`src/rtl/display_frame_sequencer.sv`:
```
// Display SPI pin owner: shifts host command bytes and the per-frame window
// preamble itself, then hands the pins to the pixel serializer for the frame body.
module display_frame_sequencer #(
  parameter int unsigned WIDTH    = 128,
  parameter int unsigned HEIGHT   = 128,
  parameter int unsigned X_OFFSET = 0,
  parameter int unsigned Y_OFFSET = 0,
  parameter int unsigned CLK_DIV  = 1
) (
  input  logic       clk,
  input  logic       reset,
  input  logic       cmd_valid,
  output logic       cmd_ready,
  input  logic [8:0] cmd_data,
  input  logic       frame_req,
  output logic       busy,
  output logic       frame_done,
  output logic       pix_start,
  input  logic       pix_mosi,
  input  logic       pix_sck,
  input  logic       pix_done,
  output logic       spi_mosi,
  output logic       spi_sck,
  output logic       spi_dc,
  output logic       spi_cs_n
);

  localparam int unsigned DIV_W = (CLK_DIV > 1) ? $clog2(CLK_DIV) : 1;
  localparam logic [DIV_W-1:0] DIV_LAST = DIV_W'(CLK_DIV - 1);

  localparam logic [15:0] XS = 16'(X_OFFSET);
  localparam logic [15:0] XE = 16'(X_OFFSET + WIDTH - 1);
  localparam logic [15:0] YS = 16'(Y_OFFSET);
  localparam logic [15:0] YE = 16'(Y_OFFSET + HEIGHT - 1);

  typedef enum logic [2:0] {
    IDLE,
    CMD_SHIFT,
    WIN_SHIFT,
    PIX_START,
    PIX_RUN,
    CS_GAP
  } state_t;

  state_t state, stateNext;

  logic             framePending;
  logic [8:0]       cmdLatch;
  logic [3:0]       winIdx;
  logic [3:0]       halfIdx;
  logic [DIV_W-1:0] divCnt;
  logic             gapCnt;

  logic             halfEnd;
  logic             byteEnd;
  logic             winLast;
  logic             enterWin;
  logic [7:0]       winByte;
  logic             winDc;
  logic [7:0]       txByte;
  logic             txDc;

  // A byte is 16 sck half-periods; odd halves drive sck high.
  assign halfEnd  = (divCnt == DIV_LAST);
  assign byteEnd  = halfEnd && (halfIdx == 4'd15);
  assign winLast  = (winIdx == 4'd10);
  assign enterWin = (state == IDLE) && (stateNext == WIN_SHIFT);

  assign txByte = (state == CMD_SHIFT) ? cmdLatch[7:0] : winByte;
  assign txDc   = (state == CMD_SHIFT) ? cmdLatch[8]   : winDc;

  assign cmd_ready = (state == IDLE) && !reset;
  assign busy      = (state != IDLE) || framePending;

  // Window preamble table: CASET, RASET, RAMWR with their coordinate bytes.
  always_comb begin
    winByte = 8'h00;
    winDc   = 1'b1;
    case (winIdx)
      4'd0:    begin winByte = 8'h2A; winDc = 1'b0; end
      4'd1:    winByte = XS[15:8];
      4'd2:    winByte = XS[7:0];
      4'd3:    winByte = XE[15:8];
      4'd4:    winByte = XE[7:0];
      4'd5:    begin winByte = 8'h2B; winDc = 1'b0; end
      4'd6:    winByte = YS[15:8];
      4'd7:    winByte = YS[7:0];
      4'd8:    winByte = YE[15:8];
      4'd9:    winByte = YE[7:0];
      4'd10:   begin winByte = 8'h2C; winDc = 1'b0; end
      default: winByte = 8'h00;
    endcase
  end

  // State register.
  always_ff @(posedge clk) begin
    if (reset) state <= IDLE;
    else       state <= stateNext;
  end

  // Next-state logic and pin drive; the serializer owns the pins only in PIX_RUN.
  always_comb begin
    stateNext  = state;
    spi_mosi   = 1'b0;
    spi_sck    = 1'b0;
    spi_dc     = 1'b0;
    spi_cs_n   = 1'b1;
    pix_start  = 1'b0;
    frame_done = 1'b0;
    unique case (state)
      IDLE: begin
        if (cmd_valid)                      stateNext = CMD_SHIFT;
        else if (framePending || frame_req) stateNext = WIN_SHIFT;
      end
      CMD_SHIFT, WIN_SHIFT: begin
        spi_cs_n = 1'b0;
        spi_dc   = txDc;
        spi_mosi = txByte[3'd7 - halfIdx[3:1]];
        spi_sck  = halfIdx[0];
        if (byteEnd) begin
          if (state == CMD_SHIFT) stateNext = CS_GAP;
          else if (winLast)       stateNext = PIX_START;
        end
      end
      PIX_START: begin
        spi_cs_n  = 1'b0;
        spi_dc    = 1'b1;
        pix_start = 1'b1;
        stateNext = PIX_RUN;
      end
      PIX_RUN: begin
        spi_cs_n = 1'b0;
        spi_dc   = 1'b1;
        spi_mosi = pix_mosi;
        spi_sck  = pix_sck;
        if (pix_done) begin
          frame_done = 1'b1;
          stateNext  = CS_GAP;
        end
      end
      CS_GAP: begin
        if (gapCnt) stateNext = IDLE;
      end
      default: stateNext = IDLE;
    endcase
  end

  // Bit timing and window byte counters; held at zero outside the shifter states.
  always_ff @(posedge clk) begin
    if (reset) begin
      divCnt  <= '0;
      halfIdx <= '0;
      winIdx  <= '0;
      gapCnt  <= 1'b0;
    end else begin
      if (state == CMD_SHIFT || state == WIN_SHIFT) begin
        divCnt <= halfEnd ? '0 : divCnt + 1'b1;
        if (halfEnd) halfIdx <= halfIdx + 1'b1;
        if (byteEnd && state == WIN_SHIFT) winIdx <= winIdx + 1'b1;
      end else begin
        divCnt  <= '0;
        halfIdx <= '0;
        winIdx  <= '0;
      end
      gapCnt <= (state == CS_GAP) ? ~gapCnt : 1'b0;
    end
  end

  // Host byte capture on accept.
  always_ff @(posedge clk) begin
    if (reset)                        cmdLatch <= '0;
    else if (state == IDLE && cmd_valid) cmdLatch <= cmd_data;
  end

  // One-deep frame request; a request consumed directly from IDLE never sets it.
  always_ff @(posedge clk) begin
    if (reset)          framePending <= 1'b0;
    else if (enterWin)  framePending <= 1'b0;
    else if (frame_req) framePending <= 1'b1;
  end

endmodule

```
`config.mk`:
```
export PLATFORM = sky130hd
export DESIGN_NAME = display_frame_sequencer
export DESIGN_NICKNAME = d
export VERILOG_FILES = /design/src/rtl/display_frame_sequencer.sv
export SDC_FILE = /design/constraint.sdc
export NUM_CORES = 1
export LEC_CHECK = 0
export ABC_AREA = 1
export CORE_ASPECT_RATIO = 0.7
export CORE_MARGIN = 1.5
export CORE_UTILIZATION = 30
export DETAILED_ROUTE_END_ITERATION = 12
export PLACE_DENSITY_LB_ADDON = 0.2
export SKIP_LAST_GASP = 1
export SLEW_MARGIN = 20
export SYNTH_ARGS = -nofsm -noshare
export SYNTH_HDL_FRONTEND = slang
export SYNTH_SLANG_ARGS = --single-unit
export TNS_END_PERCENT = 5
```
`constraint.sdc`:
```
create_clock -name clk -period 2.8 [get_ports clk]
set_clock_uncertainty 0.2 [all_clocks]
set_input_delay 0.56 -clock clk [delete_from_list [all_inputs] [get_ports clk]]
set_output_delay 0.56 -clock clk [all_outputs]
set_load 0.005 [all_outputs]
```
==> results.sh, run 1 <==
export IMPL_overflow=0
export IMPL_cts_sinks=23
export IMPL_final_common_cell="nand2_1"
export IMPL_end_kind="primary output"
export IMPL_fill_cells=436
export IMPL_postSynthCellCount=185
export IMPL_period_share=0.926
export IMPL_drt_initial_drc_count=69
export IMPL_crit_fanout=8
export IMPL_grt_max_degree=16
export IMPL_syn_nets=206
export IMPL_yosys_warnings=0
export IMPL_path_class="reg2out"
export IMPL_drt_total_wl_um=2680
export IMPL_grt_pass1_wl_um=4510
export IMPL_p_leak_nw=0.658
export IMPL_clk_pin_slew_ns=0.09
export IMPL_fin_nets=232
export IMPL_antenna_found_initial=0
export IMPL_final_layout_size_suffix_gt1_frac=0.176
export IMPL_setup_viol=0
export IMPL_h_tree_depth=1
export IMPL_fmax_mhz=386
export IMPL_cts_setup_buffers=0
export IMPL_total_power_uw=732
export IMPL_via_count=1132
export IMPL_synth_seq_area_share=0.368
export IMPL_clk_latency_ns=0.27
export IMPL_regArea_um2=465
export IMPL_hold_viol_final=0
export IMPL_rsz0062_at_grt="no"
export IMPL_clockBufferDepth=2
export IMPL_dieArea_um2=4580
export IMPL_track_usage=0.125
export IMPL_cts_tree="done"
export IMPL_grt_pass1_vias=983
export IMPL_status="finished clean"
export IMPL_gp_congestion=0.862
export IMPL_viasPerCell=4.32
export IMPL_final_cell_mix="nand2_1 (52), clkdlybuf4s50_1 (22), dfxtp_1 (21)"
export IMPL_antennaDiodeCount=0
export IMPL_startpoint_type="flop"
export IMPL_ys_types=25
export IMPL_io_pins=24
export IMPL_cts_buffers=3
export IMPL_required_ns=2.04
export IMPL_synth_avg_cell_area_um2=6.77
export IMPL_hpwl_um=2070
export IMPL_chipWidth_um=80.2
export IMPL_yosys_register_bits=23
export IMPL_start_util=0.315
export IMPL_die_h_um=57.1
export IMPL_arrival_ns=1.83
export IMPL_ant_nets=0
export IMPL_syn_cell_area_um2=1250
export IMPL_vdd_drop_max_v=0.000227
export IMPL_clockRootBuffer="clkbuf_8"
export IMPL_power_per_cell_area_nw_per_um2=453
export IMPL_fin_crit_ns=2.59
export IMPL_slew_violations=0
export IMPL_fin_setup_tns_ns=0
export IMPL_numPortBuffers=23
export IMPL_row_count=19
export IMPL_multi_input_area_um2=699
export IMPL_wire_per_inst_um=10.2
export IMPL_drc_errors=0
export IMPL_area_delta_synth_final_pct=29.1
export IMPL_post_route_util=0.407
export IMPL_first_pass_iters=4
export IMPL_drv_cap=0
export IMPL_worstHoldPathType="reg2reg"
export IMPL_core_region_area_um2=3970
## where the power goes
group	internal [mW]	switching, mW
clock	0.101	0.113
sequential	0.346	0.0121
combinational	0.0750	0.0855
## kinds of logic after synthesis
| group | share of synthesized area |
|---|---|
| compound gates | 0.133 |
| fa+ha+maj | 0.0500 |
| buf+inv | 0.0869 |
| flops | 0.368 |
| other cells | 0.00299 |
| simple gates | 0.360 |
## synth_stat cells
| master | count | area (um^2) |
|---|---|---|
| a211oi_1 | 3 | 22.5 |
| a21oi_1 | 19 | 95.1 |
| a21oi_2 | 1 | 8.76 |
| a31oi_1 | 1 | 6.26 |
| buf_4 | 1 | 7.51 |
| clkbuf_1 | 3 | 11.3 |
| conb_1 | 1 | 3.75 |
| dfxtp_1 | 23 | 460 |
| ha_1 | 5 | 62.6 |
| inv_1 | 17 | 63.8 |
| inv_2 | 7 | 26.3 |
| nand2_1 | 52 | 195 |
| nand2_2 | 2 | 12.5 |
| nand3_1 | 11 | 55.1 |
| nand3_2 | 1 | 10.0 |
| nor2_1 | 18 | 67.6 |
| nor2_2 | 2 | 12.5 |
| nor2_4 | 3 | 33.8 |
| nor3_1 | 4 | 20.0 |
| nor3_2 | 2 | 20.0 |
| o21ai_0 | 3 | 15.0 |
| o21ai_1 | 2 | 10.0 |
| o21ai_2 | 1 | 8.76 |
| or2_2 | 2 | 12.5 |
| or3_4 | 1 | 11.3 |
## routing by layer
metal  wire length [um]  track usage  vias up  part of all wire
li1                   -            -      635                 -
met1               1520        0.198      479              0.57
met2               1030        0.164       16              0.39
met3                114       0.0400        2             0.043
met4                 10       0.0222        0            0.0037
met5                  0            0        -                 0
## repair_timing
action / CTS / global route
hold buffers: 0 / 0
resized for setup: 5 / 6
pin swaps: 1 / 2
setup endpoints to repair: 1 / 1
## critical path: stages, from the launching register on
cell	delay (ns)
dfxtp_1	0.39
nand2_2	0.09
nor2_4	0.21
inv_2	0.04
nand2_1	0.09
inv_2	0.08
o21ai_0	0.15
clkdlybuf4s50_1	0.52
## layout make-up
cell class	count	area share
Timing Repair Buffer	25	0.153
Tap cell	52	0.0402
Inverter	24	0.0557
Clock buffer	3	0.0255
Multi-Input combinational cell	134	0.433
Sequential cell	23	0.288
Clock inverter	1	0.00464
## worst paths after layout
kind	depth (start not counted)	end	slack (ns)	startpoint
worst min-delay path	2	cmdLatch[0]$_SDFFE_PP0P_	0.27	cmdLatch[0]$_SDFFE_PP0P_
worst max register to register	8	winIdx[1]$_SDFFE_PP0P_	1.09	halfIdx[1]$_SDFFE_PP0N_
worst min register to register	2	cmdLatch[0]$_SDFFE_PP0P_	0.27	cmdLatch[0]$_SDFFE_PP0P_
worst max-delay path	7	spi_sck	0.21	state[0]$_SDFF_PP0_
## sequential cells by signal, indices dropped and copies added (netlist names)
| name | count |
|---|---|
| halfIdx | 4 |
| divCnt | 1 |
| state | 3 |
| framePending | 1 |
| cmdLatch | 9 |
| winIdx | 4 |
| gapCnt | 1 |
## metrics by stage
stage | hold WS (ns) | setup slack, ns | instance area [um^2] | std cells
floorplan | 0.234 | 0.805 | 1250 | 185
detailed placement | 0.256 | 0.211 | 1540 | 258
finish | 0.268 | 0.207 | 1620 | 262
global placement | 0.254 | 0.252 | 1540 | 258
CTS | 0.270 | 0.00229 | 1600 | 262
global route | 0.289 | 0.0699 | 1620 | 262
No activity file was read; power rests on OpenSTA's default activity.
==> run 2, diff against run 1 <==
SKIP_LAST_GASP = default   (was 1)
clock period = 2.2 ns   (was 2.8 ns; I/O delays follow)
==> run 2 against run 1 <==
  * The flow now finishes with violations (setup timing)
  * Sequential share of layout area fell by 3.4 points
  * Hold slack barely moved
  * Flip-flop and latch count did not move
  * Critical endpoint is now spi_dc
  * Highest routed layer unchanged
==> results.sh, run 2 (synthesized netlist as in run 1, its figures left out) <==
export IMPL_antenna_found_initial=0
export IMPL_start_util=0.315
export IMPL_final_layout_size_suffix_gt1_frac=0.303
export IMPL_cts_sinks=23
export IMPL_clk_latency_ns=0.27
export IMPL_slowest_stage="dfxtp_2"
export IMPL_clockRootBuffer="clkbuf_8"
export IMPL_drv_cap=0
export IMPL_postCtsHoldBufs=0
export IMPL_worst_slack_ns=-0.115
export IMPL_grt_busiest_layer="met2"
export IMPL_path_cells="inv_2 -> ha_2 -> nand3_1 -> nand2_2 -> nor2_2 -> buf_4 -> buf_4 -> nand2_1 -> nand2_1 -> dlygate4sd2_1"
export IMPL_row_count=19
export IMPL_grt_pass1_wl_um=4820
export IMPL_end_kind="primary output"
export IMPL_viasPerCell=4.23
export IMPL_crit_fanout=3
export IMPL_power_switching_uw=282
export IMPL_dieArea_um2=4580
export IMPL_first_pass_iters=4
export IMPL_seq_power_share=0.463
export IMPL_final_common_cell="nand2_1"
export IMPL_cp_buffers_inverters=4
export IMPL_grt_pass1_vias=1084
export IMPL_h_tree_depth=1
export IMPL_max_stage_delay_ns=0.33
export IMPL_cts_buffers=3
export IMPL_violations="setup timing"
export IMPL_core_region_area_um2=3970
export IMPL_status="finished, violations left"
export IMPL_antennaDiodeCount=0
export IMPL_use_met1=0.197
export IMPL_worstHoldPathType="reg2reg"
export IMPL_gr_usage_met2=0.202
export IMPL_chipWidth_um=80.2
export IMPL_fin_area_um2=1850
export IMPL_post_route_util=0.465
export IMPL_placed_cell_area_um2=1740
export IMPL_area_delta_synth_final_pct=47.4
export IMPL_intPower_uw=698
export IMPL_p_comb_frac=0.257
export IMPL_top_register="cmdLatch"
export IMPL_path_class="reg2out"
export IMPL_slew_violations=0
export IMPL_fin_crit_ns=2.31
export IMPL_drc_errors=0
export IMPL_overflow=0
export IMPL_fin_setup_tns_ns=-0.155
export IMPL_cts_tree="done"
export IMPL_drt_initial_drc_count=47
export IMPL_startpoint_type="flop"
export IMPL_use_met3=0.0384
export IMPL_hold_viol_final=0
export IMPL_setup_viol=2
export IMPL_numPortBuffers=23
export IMPL_die_h_um=57.1
export IMPL_hpwl_um=2260
export IMPL_track_usage=0.135
export IMPL_period_share=1.05
export IMPL_required_ns=1.56
export IMPL_cp_top_family="buffers and inverters"
export IMPL_power_frac_clock=0.280
export IMPL_clockBufferDepth=2
export IMPL_vdd_drop_max_v=0.000287
export IMPL_p_leak_nw=0.836
export IMPL_reg_largest_list="cmdLatch (9), halfIdx (4), winIdx (4)"
export IMPL_rsz0062_at_grt="yes"
export IMPL_gp_congestion=0.784
export IMPL_io_pins=24
export IMPL_largest_reg_flops=9
export IMPL_fin_nets=260
export IMPL_power_switching_share=0.288
export IMPL_final_cell_mix="nand2_1 (51), buf_4 (30), a21oi_1 (18), dfxtp_1 (18), nor2_1 (16)"
export IMPL_drt_total_wl_um=2940
export IMPL_arrival_ns=1.67
export IMPL_ant_nets=0
export IMPL_fmax_mhz=432
export IMPL_via_count=1228
export IMPL_grt_max_degree=16
export IMPL_wire_per_inst_um=10.1
export IMPL_clk_pin_slew_ns=0.09
export IMPL_power_per_cell_area_nw_per_um2=531
run 2: cell count changes in the layout (fill, tap and decap cells not counted), sizes merged:
| cell | change |
|---|---|
| clkdlybuf4s50 | -7 |
| dlygate4sd2 | +3 |
| dlymetal6s2s | +3 |
| clkbuf | +1 |
| buf | +28 |
run 2: worst paths after layout:
kind,from,to,slack [ns],depth (start not counted)
worst min register to register,cmdLatch[3]$_SDFFE_PP0P_,cmdLatch[3]$_SDFFE_PP0P_,0.27,2
worst min-delay path,cmdLatch[3]$_SDFFE_PP0P_,cmdLatch[3]$_SDFFE_PP0P_,0.27,2
worst max register to register,halfIdx[1]$_SDFFE_PP0N_,winIdx[1]$_SDFFE_PP0P_,0.40,9
worst max-delay path,winIdx[1]$_SDFFE_PP0P_,spi_dc,-0.11,10
run 2: what timing repair did:
item,in CTS,in global routing
endpoints found under the setup margin,8,6
setup buffers,2,0
pin swaps,6,3
resized for setup,18,11
endpoints found under the hold margin,0,0
run 2: tightest hold or removal path, cell delays in order (launching register included):
cell	delay [ns]
dfxtp_1	0.32
nand2_1	0.06
a21oi_1	0.05
run 2: area by class of cell:
class,instances,area (um^2)
fill,411,2120
sequential,23,469
inverter,24,90.1
clock inverter,1,7.51
tap,52,65.1
timing repair buffer,53,457
multi-input combinational,134,716
clock buffer,3,41.3
run 2: power by group through the flow:
stage | clock network [mW] | registers [mW] | logic [mW]
5_1_grt | 0.298 | 0.456 | 0.278
4_1_cts | 0.284 | 0.454 | 0.253
6_report | 0.274 | 0.454 | 0.252
3_3_place_gp | 0 | 0.463 | 0.246
2_1_floorplan | 0 | 0.463 | 0.121
3_5_place_dp | 0 | 0.463 | 0.245
run 2: metal layers:
layer,wire length (um),vias to the layer above
li1,-,690
met1,1610,511
met5,0,-
met2,1170,25
met3,146,2
met4,13,0
run 2: stage by stage:
stage	hold slack, ns	worst slack [ns]	power [mW]	cells
floorplan	0.234	0.325	0.584	185
global placement	0.256	-0.133	0.709	284
detailed placement	0.259	-0.172	0.709	284
CTS	0.272	-0.164	0.992	290
global route	0.279	-0.238	1.03	290
finish	0.268	-0.115	0.980	290
